File: src/rtl/event_enable_gen.sv
// rtl/event_enable_gen.sv - synchronized, optionally debounced event line to one-cycle count enables
// Build option: define EVENT_DEBOUNCE_EN to include the debounce FSM and glitch counter.
module event_enable_gen #(
    parameter int sync_stages     = 2,
    parameter int debounce_cycles = 16,
    parameter int glitch_width    = 8
) (
    input  logic                    clk,
    input  logic                    rst_n,
    input  logic                    en,
    input  logic                    evt_in,
    input  logic [1:0]              edge_sel,
    output logic                    pulse_out,
    output logic                    level_out,
    output logic [glitch_width-1:0] glitch_cnt
);

    if (sync_stages < 2 || debounce_cycles < 1) begin : g_param_check
        $error("event_enable_gen: sync_stages must be >= 2 and debounce_cycles >= 1");
    end

    logic [sync_stages-1:0] r_sync;
    logic                   w_s;
    logic                   r_lvl;
    logic                   r_lvl_d;
    logic                   r_pulse;
    logic                   w_rise;
    logic                   w_fall;
    logic                   w_sel_edge;

    always_ff @(posedge clk or negedge rst_n) begin
        if (!rst_n) begin
            r_sync <= '0;
        end else begin
            r_sync <= {r_sync[sync_stages-2:0], evt_in};
        end
    end

    assign w_s = r_sync[sync_stages-1];

`ifdef EVENT_DEBOUNCE_EN
    localparam int CNT_W = $clog2(debounce_cycles + 1);

    typedef enum logic {
        ST_STABLE   = 1'b0,
        ST_SETTLING = 1'b1
    } state_t;

    state_t                  r_state;
    state_t                  w_state_nxt;
    logic [CNT_W-1:0]        r_cnt;
    logic [CNT_W-1:0]        w_cnt_nxt;
    logic                    w_lvl_nxt;
    logic                    w_glitch_hit;
    logic [glitch_width-1:0] r_glitch;

    always_ff @(posedge clk or negedge rst_n) begin
        if (!rst_n) begin
            r_state <= ST_STABLE;
            r_cnt   <= '0;
            r_lvl   <= 1'b0;
        end else begin
            r_state <= w_state_nxt;
            r_cnt   <= w_cnt_nxt;
            r_lvl   <= w_lvl_nxt;
        end
    end

    // A sample matching lvl while settling is a glitch, even on the cycle the count would complete.
    always_comb begin
        w_state_nxt  = r_state;
        w_cnt_nxt    = r_cnt;
        w_lvl_nxt    = r_lvl;
        w_glitch_hit = 1'b0;
        case (r_state)
            ST_STABLE: begin
                if (w_s != r_lvl) begin
                    if (debounce_cycles == 1) begin
                        w_lvl_nxt = ~r_lvl;
                        w_cnt_nxt = '0;
                    end else begin
                        w_cnt_nxt   = CNT_W'(1);
                        w_state_nxt = ST_SETTLING;
                    end
                end else begin
                    w_cnt_nxt = '0;
                end
            end
            ST_SETTLING: begin
                if (w_s == r_lvl) begin
                    w_glitch_hit = 1'b1;
                    w_cnt_nxt    = '0;
                    w_state_nxt  = ST_STABLE;
                end else if (r_cnt == CNT_W'(debounce_cycles - 1)) begin
                    w_lvl_nxt   = ~r_lvl;
                    w_cnt_nxt   = '0;
                    w_state_nxt = ST_STABLE;
                end else begin
                    w_cnt_nxt = r_cnt + CNT_W'(1);
                end
            end
            default: begin
                w_cnt_nxt   = '0;
                w_state_nxt = ST_STABLE;
            end
        endcase
    end

    always_ff @(posedge clk or negedge rst_n) begin
        if (!rst_n) begin
            r_glitch <= '0;
        end else if (w_glitch_hit && (r_glitch != {glitch_width{1'b1}})) begin
            r_glitch <= r_glitch + 1'b1;
        end
    end

    assign glitch_cnt = r_glitch;
`else
    always_ff @(posedge clk or negedge rst_n) begin
        if (!rst_n) begin
            r_lvl <= 1'b0;
        end else begin
            r_lvl <= w_s;
        end
    end

    assign glitch_cnt = '0;
`endif

    assign w_rise = r_lvl & ~r_lvl_d;
    assign w_fall = ~r_lvl & r_lvl_d;

    always_comb begin
        w_sel_edge = 1'b0;
        case (edge_sel)
            2'b00:   w_sel_edge = w_rise;
            2'b01:   w_sel_edge = w_fall;
            2'b10:   w_sel_edge = w_rise | w_fall;
            default: w_sel_edge = 1'b0;
        endcase
    end

    always_ff @(posedge clk or negedge rst_n) begin
        if (!rst_n) begin
            r_lvl_d <= 1'b0;
            r_pulse <= 1'b0;
        end else begin
            r_lvl_d <= r_lvl;
            r_pulse <= en & w_sel_edge;
        end
    end

    assign pulse_out = r_pulse;
    assign level_out = r_lvl;

endmodule

File: config.mk
export PLATFORM = sky130hd
export DESIGN_NAME = event_enable_gen
export DESIGN_NICKNAME = d
export VERILOG_FILES = /design/src/rtl/event_enable_gen.sv
export SDC_FILE = /design/constraint.sdc
export NUM_CORES = 1
export LEC_CHECK = 0
export CAP_MARGIN = 20
export CORE_AREA = 4 4 41 43
export CTS_CLUSTER_SIZE = 30
export DETAILED_ROUTE_END_ITERATION = 16
export DIE_AREA = 0 0 45 47
export GPL_TIMING_DRIVEN = 0
export PLACE_DENSITY = 0.5
export SYNTH_ARGS = -nofsm -noshare
export SYNTH_HDL_FRONTEND = slang
export SYNTH_SLANG_ARGS = --single-unit
File: constraint.sdc
create_clock -name clk -period 3.6 [get_ports clk]
set_clock_uncertainty 0.2 [all_clocks]
set_input_delay 0.72 -clock clk [delete_from_list [all_inputs] [get_ports clk]]
set_output_delay 0.72 -clock clk [all_outputs]
set_load 0.02 [all_outputs]
After elaboration in Yosys (flattened, before gate mapping) --
Cells that the tools add are included.
Operators by class: eq/ne operators 2, muxes and demuxes 1, reductions and logical operators 1, bitwise operators 6
Operators with widths (number):
- $and 1x1->1 | 3
- $pmux 1 s3 | 1
- $eq 2x1->1 const B | 1
- $eq 2x2->1 const B | 1
- $logic_not 2->1 | 1
- $not 1->1 | 2
- $or 1x1->1 | 1
Storage, ports and cells: word-level logic and storage cells 14, output and inout bits 10, register bits 5

Depth between registers and ports, before layout --
Gate-level depths: netlist (run 1).
depth in word-level cells 5, depth in mapped cells 4

Worst setup path after synthesis (run 1) --
No wires, ideal clock.
path kind register -> output, start point register r_lvl (netlist: level_out), end point output port level_out, setup slack 2.227 ns, data required time 2.680 ns, arrival time 0.453 ns, path buffers 0, stages on the path, launching flop included 1, cells stage by stage dfrtp_1
RTL lines:
- start, declared | line 24 | logic r_lvl;
- start signal, assigned | line 123 | r_lvl <= w_s;
- end, declared | line 14 | output logic level_out,
No word-level cell between the ends.

Worst setup path after layout (run 1) --
start point register r_lvl (netlist: level_out), end point output port level_out
No word-level cell between the ends.

==> flow_summary_export.csv, run 1 <==
group,metric,value,unit
global_routing,grt_use_total,0.05326,
power,p_per_cell_area,387.0,mW/mm^2
timing,max_freq,463.0,MHz
cts,tritoncts,"yes",
cts,cts.sinks,5,
timing,setup-violations-final,0,
power,leakage,0.0002092,uW
cells_and_area,nFillCells,154,
cts,post_cts_resize_count,0,
worst_setup_path,worstSetupStartpointType,"register",
floorplanning,die_y,47,microns
power,pwr-share-comb,0.189,
worst_setup_path,path_cells,"clkdlybuf4s50_1",
power,intPower,116.1,uW
worst_setup_path,timing.setup.critical_path_class,"register to output port",
timing,timing.setup.tns,0,ns
timing,finalMaxSlewViolations,0,
cells_and_area,syn2layout_area_growth,55.66,%
placed_design,numPortBuffers,7,
synth,yosys.cell_types.count,9,
synth,avgSynthCellArea,11.55,sq um
floorplanning,io_pins,16,
synth,syn_area,254.0,sq um
power,post-layout-total-power,153.0,uW
floorplanning,dieArea,0.002115,sq mm
cts,worst_skew_pair.late_latency,0.24,ns
power,power.switching,36.92,uW
floorplanning,rows,13,
cells_and_area,post_route_cells_drive_above_1_share,0.2750,
global_routing,grt_pass1_wl,703,microns
power,p_sw_frac,0.2413,
timing,timing.final.ws_setup,1.440,ns
floorplanning,floorplan.die.width,45,microns
cts,clkTransAtPathRegs,0.04,ns
routing,detailroute.via_count,174,
synth,ys_seq_elements,5,
worst_setup_path,critical_path.max_fanout,4,
global_routing,grt-ovfl-total,0,
cts,clk_root_buffer_cell,"clkbuf_4",
global_routing,grt_max_degree,6,
floorplanning,design.core.area,0.001301,sq mm
global_routing,antenna_found_initial,0,
timing,timing_hold_violations_final,0,
floorplanning,floorplan.initialDensity,0.1952,
power,p_seq_frac,0.397,
worst_setup_path,worst_path_cell_with_the_longest_stage_delay,"clkdlybuf4s50_1",
worst_setup_path,critPathBufInv,1,
synth,yosysWarningCount,0,
routing,postRouteAntennaNets,0,
synth,synth.yosys.seq_area_share,0.4926,
cts,cts_made_buffers,3,
timing,layout_min_cycle_time,2.160,ns
timing,setup_repair_after_global_routing_missed_its_margin,"false",
status,result_of_the_run,"complete, no violations",
cts,clock_tree.htree_level_count,1,
routing,detail_route.wirelength,416,microns
routing,drt_drc_violations_left,0,
timing,holdWs,0.1479,ns
global_routing,first_global_vias,158,
timing,finalCritPeriodShare,0.6000,
cts,cts-root-to-sink-buffers,2,
hold_path,worst_min_delay_path_category,"register to register",
routing,routed_wirelength_normalized_by_instance_count,7.564,microns
cells_and_area,antenna-diode-count,0,
worst_setup_path,critical_path.max_stage_delay,0.62,ns
worst_setup_path,critical_path.endpoint_type,"output port",
cts,postCtsSetupBuffers,0,
worst_setup_path,cp_data_arrival_time,1.24,ns
power,irDropWorstVdd,0.0001260,V
placed_design,post-place-ws,1.681,ns
worst_setup_path,cp_top_family,"buffers and inverters",
routing,routed_via_density,3.164,
placed_design,place.gp.congestion,0.5343,
routing,drt-pass1-iter-count,1,
cells_and_area,fin_nets,49,
cts,post_cts_hold_buffer_count,0,
cells_and_area,fraction_of_the_core_area_covered_by_cells_at_the_end_of_the_flow,0.3038,
worst_setup_path,cp.required,2.68,ns
routing,drt-initial-drc-count,0,
power,part_of_the_power_in_the_clock_network,0.414,
synth,synthCells,22,
placed_design,place_hpwl,362.1,microns
run,max_cap_violations,0,
-- kinds of logic after synthesis --
group	count (synthesis)	share of synthesized area
buffers and inverters	10	0.2660
AND/OR/NAND/NOR	2	0.06898
flip-flops	5	0.4926
multiplexers	1	0.03941
adder cells (fa/ha/maj)	2	0.09851
AO/OA/AOI/OAI	1	0.01969
other	1	0.01476
-- layer usage --
layer | global-route usage | up-vias | routed length (microns)
met3 | 0.04598 | 0 | 63
li1 | - | 89 | -
met5 | 0 | - | 0
met4 | 0.03509 | 0 | 0
met2 | 0.07627 | 10 | 216
met1 | 0.05093 | 75 | 137
-- area by class of cell --
cell class	count	area (sq um)	share of cell area
Multi-Input combinational cell	14	87.58	0.2215
Inverter	2	7.507	0.01899
Sequential cell	5	125.1	0.3165
Clock buffer	4	26.28	0.06646
Buffer	8	60.06	0.1519
Timing Repair Buffer	7	70.07	0.1772
Tap cell	15	18.77	0.04747
-- worst paths after layout --
| check | startpoint | endpoint | slack [ns] | cells past startpoint |
|---|---|---|---|---|
| hold / removal | r_sync[0] | r_sync[1] | 0.15 | 0 |
| setup / recovery | level_out | level_out | 1.44 | 1 |
| max in group asynchronous | rst_n | r_sync[0] | 2.52 | 1 |
| hold reg to reg | r_sync[0] | r_sync[1] | 0.15 | 0 |
| min in group asynchronous | rst_n | r_sync[1] | 0.50 | 1 |
| setup reg to reg | level_out | pulse_out | 2.32 | 4 |
-- registers in the layout, indices dropped and copies added, names as in the netlist --
register   cells
r_lvl_d        1
pulse_out      1
level_out      1
r_sync         2
-- synthesized netlist by cell type --
cell,count,share of area
dfrtp_1,5,0.49
nand4bb_1,1,0.044
conb_1,1,0.015
inv_1,2,0.030
buf_4,8,0.24
o21ai_1,1,0.020
ha_1,2,0.099
mux2i_1,1,0.039
nand2b_1,1,0.025
-- power by group through the flow --
stage / registers, uW / clock network (uW) / logic [uW]
3_5_place_dp: 61.7 / 0 / 28.9
5_1_grt: 61.1 / 75.6 / 31.7
3_3_place_gp: 61.5 / 0 / 28.9
6_report: 60.7 / 63.3 / 28.9
2_1_floorplan: 62.9 / 0 / 17.2
4_1_cts: 60.8 / 68.2 / 29.0
-- stage by stage --
step                      area (sq um)  std cells
after floorplan                  280.3         29
after global placement           369.1         51
after detailed placement         369.1         51
after CTS                        395.4         55
after global routing             395.4         55
final                            395.4         55
-- cells in the final DEF, fill, tap and decap left out, drive strengths merged --
| cell | count |
|---|---|
| mux2i | 1 |
| nand2b | 1 |
| conb | 8 |
| buf | 8 |
| nand4bb | 1 |
| o21ai | 1 |
| dfrtp | 5 |
| clkbuf | 4 |
| inv | 2 |
| ha | 2 |
| clkdlybuf4s50 | 7 |
-- worst reg2reg max path: cells and delay by family (launching register included) --
| family | cells | cell delay, ns |
|---|---|---|
| AO/OA/AOI/OAI | 1 | 0.10 |
| adder cells (fa/ha/maj) | 1 | 0.29 |
| buffers and inverters | 1 | 0.06 |
| flip-flops | 1 | 0.38 |
| AND/OR/NAND/NOR | 1 | 0.17 |
No activity file was read; power rests on OpenSTA's default activity.
==> run 2: changes to the inputs <==
PLACE_DENSITY = 0.52   (was 0.5)
clock period = 1.85 ns   (was 3.6 ns; I/O delays follow)
==> run 2 against run 1 <==
- critical path depth unchanged
- critical endpoint is now pulse_out
- utilization grew 0.19 points
- register-to-register slack lost 1.7 ns
- first-iteration DRC count did not move
- power increased by 93%
- setup slack got worse by 1.3 ns
- non-clock buffer count did not move
- via count shrank 2.3%
- cell count stayed put
- sequential share of layout area fell by 0.20 points
==> flow_summary_export.csv, run 2 (synthesis results as in run 1) <==
group,metric,value,unit
status,result_of_the_run,"complete, no violations",
cts,cts_made_buffers,3,
cts,postCtsSetupBuffers,0,
worst_setup_path,path_cells,"clkdlybuf4s50_1",
routing,detailroute.via_count,170,
cells_and_area,antenna-diode-count,0,
cells_and_area,post_route_cells_drive_above_1_share,0.2750,
worst_setup_path,critPathBufInv,1,
placed_design,postPlaceCellArea,369.1,sq um
cts,cts.sinks,5,
cts,tritoncts,"yes",
timing,max_freq,586.1,MHz
worst_setup_path,r2r-start,"level_out",
power,pwr-share-comb,0.189,
cts,worst_skew_pair.late_latency,0.23,ns
power,intPower,225.5,uW
placed_design,place_hpwl,306.2,microns
cells_and_area,most-common-layout-cells,"buf_4 (8), conb_1 (8), clkdlybuf4s50_1 (6), dfrtp_1 (5), clkbuf_4 (3)",
routing,drt-initial-drc-count,0,
timing,timing.setup.tns,0,ns
floorplanning,rows,13,
worst_setup_path,cp_data_arrival_time,1.14,ns
floorplanning,io_pins,16,
floorplanning,floorplan.die.width,45,microns
worst_setup_path,setup.worst_path.end,"pulse_out",
worst_setup_path,critical_path.endpoint_type,"output port",
worst_setup_path,timing.setup.critical_path_class,"register to output port",
placed_design,numPortBuffers,7,
worst_setup_path,worstSetupStartpointType,"register",
power,leakage,0.0002183,uW
routing,postRouteAntennaNets,0,
cells_and_area,fin_nets,49,
power,p_per_cell_area,741.2,mW/mm^2
routing,detail_route.wirelength,363,microns
global_routing,first_global_vias,163,
routing,drt-pass1-iter-count,1,
worst_setup_path,cp.required,1.28,ns
cts,clk_root_buffer_cell,"clkbuf_4",
worst_setup_path,worst-path-stages,1,
floorplanning,floorplan.initialDensity,0.1952,
timing,setup_repair_after_global_routing_missed_its_margin,"false",
global_routing,grt-ovfl-total,0,
timing,finalMaxSlewViolations,0,
power,irDropWorstVdd,0.0003461,V
worst_setup_path,cp_top_family,"buffers and inverters",
timing,finalCritPeriodShare,0.9222,
cells_and_area,largest_register_ffs,2,
power,post-layout-total-power,294.9,uW
placed_design,place_inst,51,
cells_and_area,fraction_of_the_core_area_covered_by_cells_at_the_end_of_the_flow,0.3058,
cts,clkTransAtPathRegs,0.04,ns
cts,cts-root-to-sink-buffers,2,
global_routing,grt_use_total,0.04610,
floorplanning,dieArea,0.002115,sq mm
floorplanning,design.core.area,0.001301,sq mm
run,max_cap_violations,0,
cells_and_area,finished_cell_area,397.9,sq um
routing,routed_via_density,3.091,
worst_setup_path,critical_path.reg2reg.endpoint,"pulse_out",
worst_setup_path,critical_path.max_fanout,1,
floorplanning,die_y,47,microns
cells_and_area,largest_register,"r_sync",
routing,drt_drc_violations_left,0,
routing,routed_wirelength_normalized_by_instance_count,6.600,microns
power,p_seq_frac,0.400,
power,part_of_the_power_in_the_clock_network,0.412,
cts,post_cts_hold_buffer_count,0,
global_routing,antenna_found_initial,0,
placed_design,place.gp.congestion,0.5520,
worst_setup_path,worst_path_cell_with_the_longest_stage_delay,"clkdlybuf4s50_1",
power,p_sw_frac,0.2354,
timing,timing_hold_violations_final,0,
timing,setup-violations-final,0,
worst_setup_path,r2r_slack,0.60,ns
worst_setup_path,worst_r2r_path_depth,4,
power,power.switching,69.43,uW
hold_path,worst_min_delay_path_category,"register to register",
cts,clock_tree.htree_level_count,1,
global_routing,grt_max_degree,6,
cells_and_area,syn2layout_area_growth,56.65,%
worst_setup_path,critical_path.max_stage_delay,0.59,ns
cells_and_area,fin_cells,55,
global_routing,grt_pass1_wl,614,microns
worst_setup_path,cp-startpoint,"pulse_out",
cts,post_cts_resize_count,0,
timing,layout_min_cycle_time,1.706,ns
==> run 2: changes by cell type in the layout (fill, tap and decap cells not counted) <==
cell | previous run | this run
clkdlybuf4s50_1 | 7 | 6
dlymetal6s2s_1 | 0 | 1
==> run 2: how the worst min path moves through the flow <==
stage / start / endpoint / slack (ns) / cells after the start
finish: r_sync[1] / level_out / 0.14 / 0
detailed placement: r_sync[1] / level_out / 0.14 / 0
global route: r_sync[1] / level_out / 0.15 / 0
floorplan: rst_n / level_out / -0.13 / 0
CTS: rst_n / level_out / 0.15 / 1
global placement: r_sync[1] / level_out / 0.13 / 0
==> run 2: metal layers <==
metal | vias to the layer above | global-route usage | part of all wire
li1 | 88 | - | -
met1 | 70 | 0.05093 | 0.38
met2 | 10 | 0.05085 | 0.43
met3 | 2 | 0.03448 | 0.17
met4 | 0 | 0.05263 | 0.019
met5 | - | 0 | 0
==> run 2: cell type report <==
class	instances	area, sq um
buffer	8	60.06
clock buffer	4	26.28
fill	148	903.4
inverter	2	7.507
multi-input combinational	14	87.58
sequential	5	125.1
tap	15	18.77
timing repair buffer	7	72.57
==> run 2: per-stage QoR <==
stage / hold WS [ns] / worst slack (ns)
2_1_floorplan: -0.1256 / 0.5495
3_3_place_gp: 0.1347 / 0.2749
3_5_place_dp: 0.1381 / 0.2772
4_1_cts: 0.1474 / 0.009888
5_1_grt: 0.1475 / 0.09313
6_report: 0.1445 / 0.1438
==> run 2: power by group through the flow <==
stage	combinational [uW]	sequential (uW)	clock [uW]
CTS	56.1	118	129
detailed placement	55.9	120	0
global route	62.0	118	135
global placement	56.0	120	0
finish	55.6	118	121
floorplan	33.4	122	0
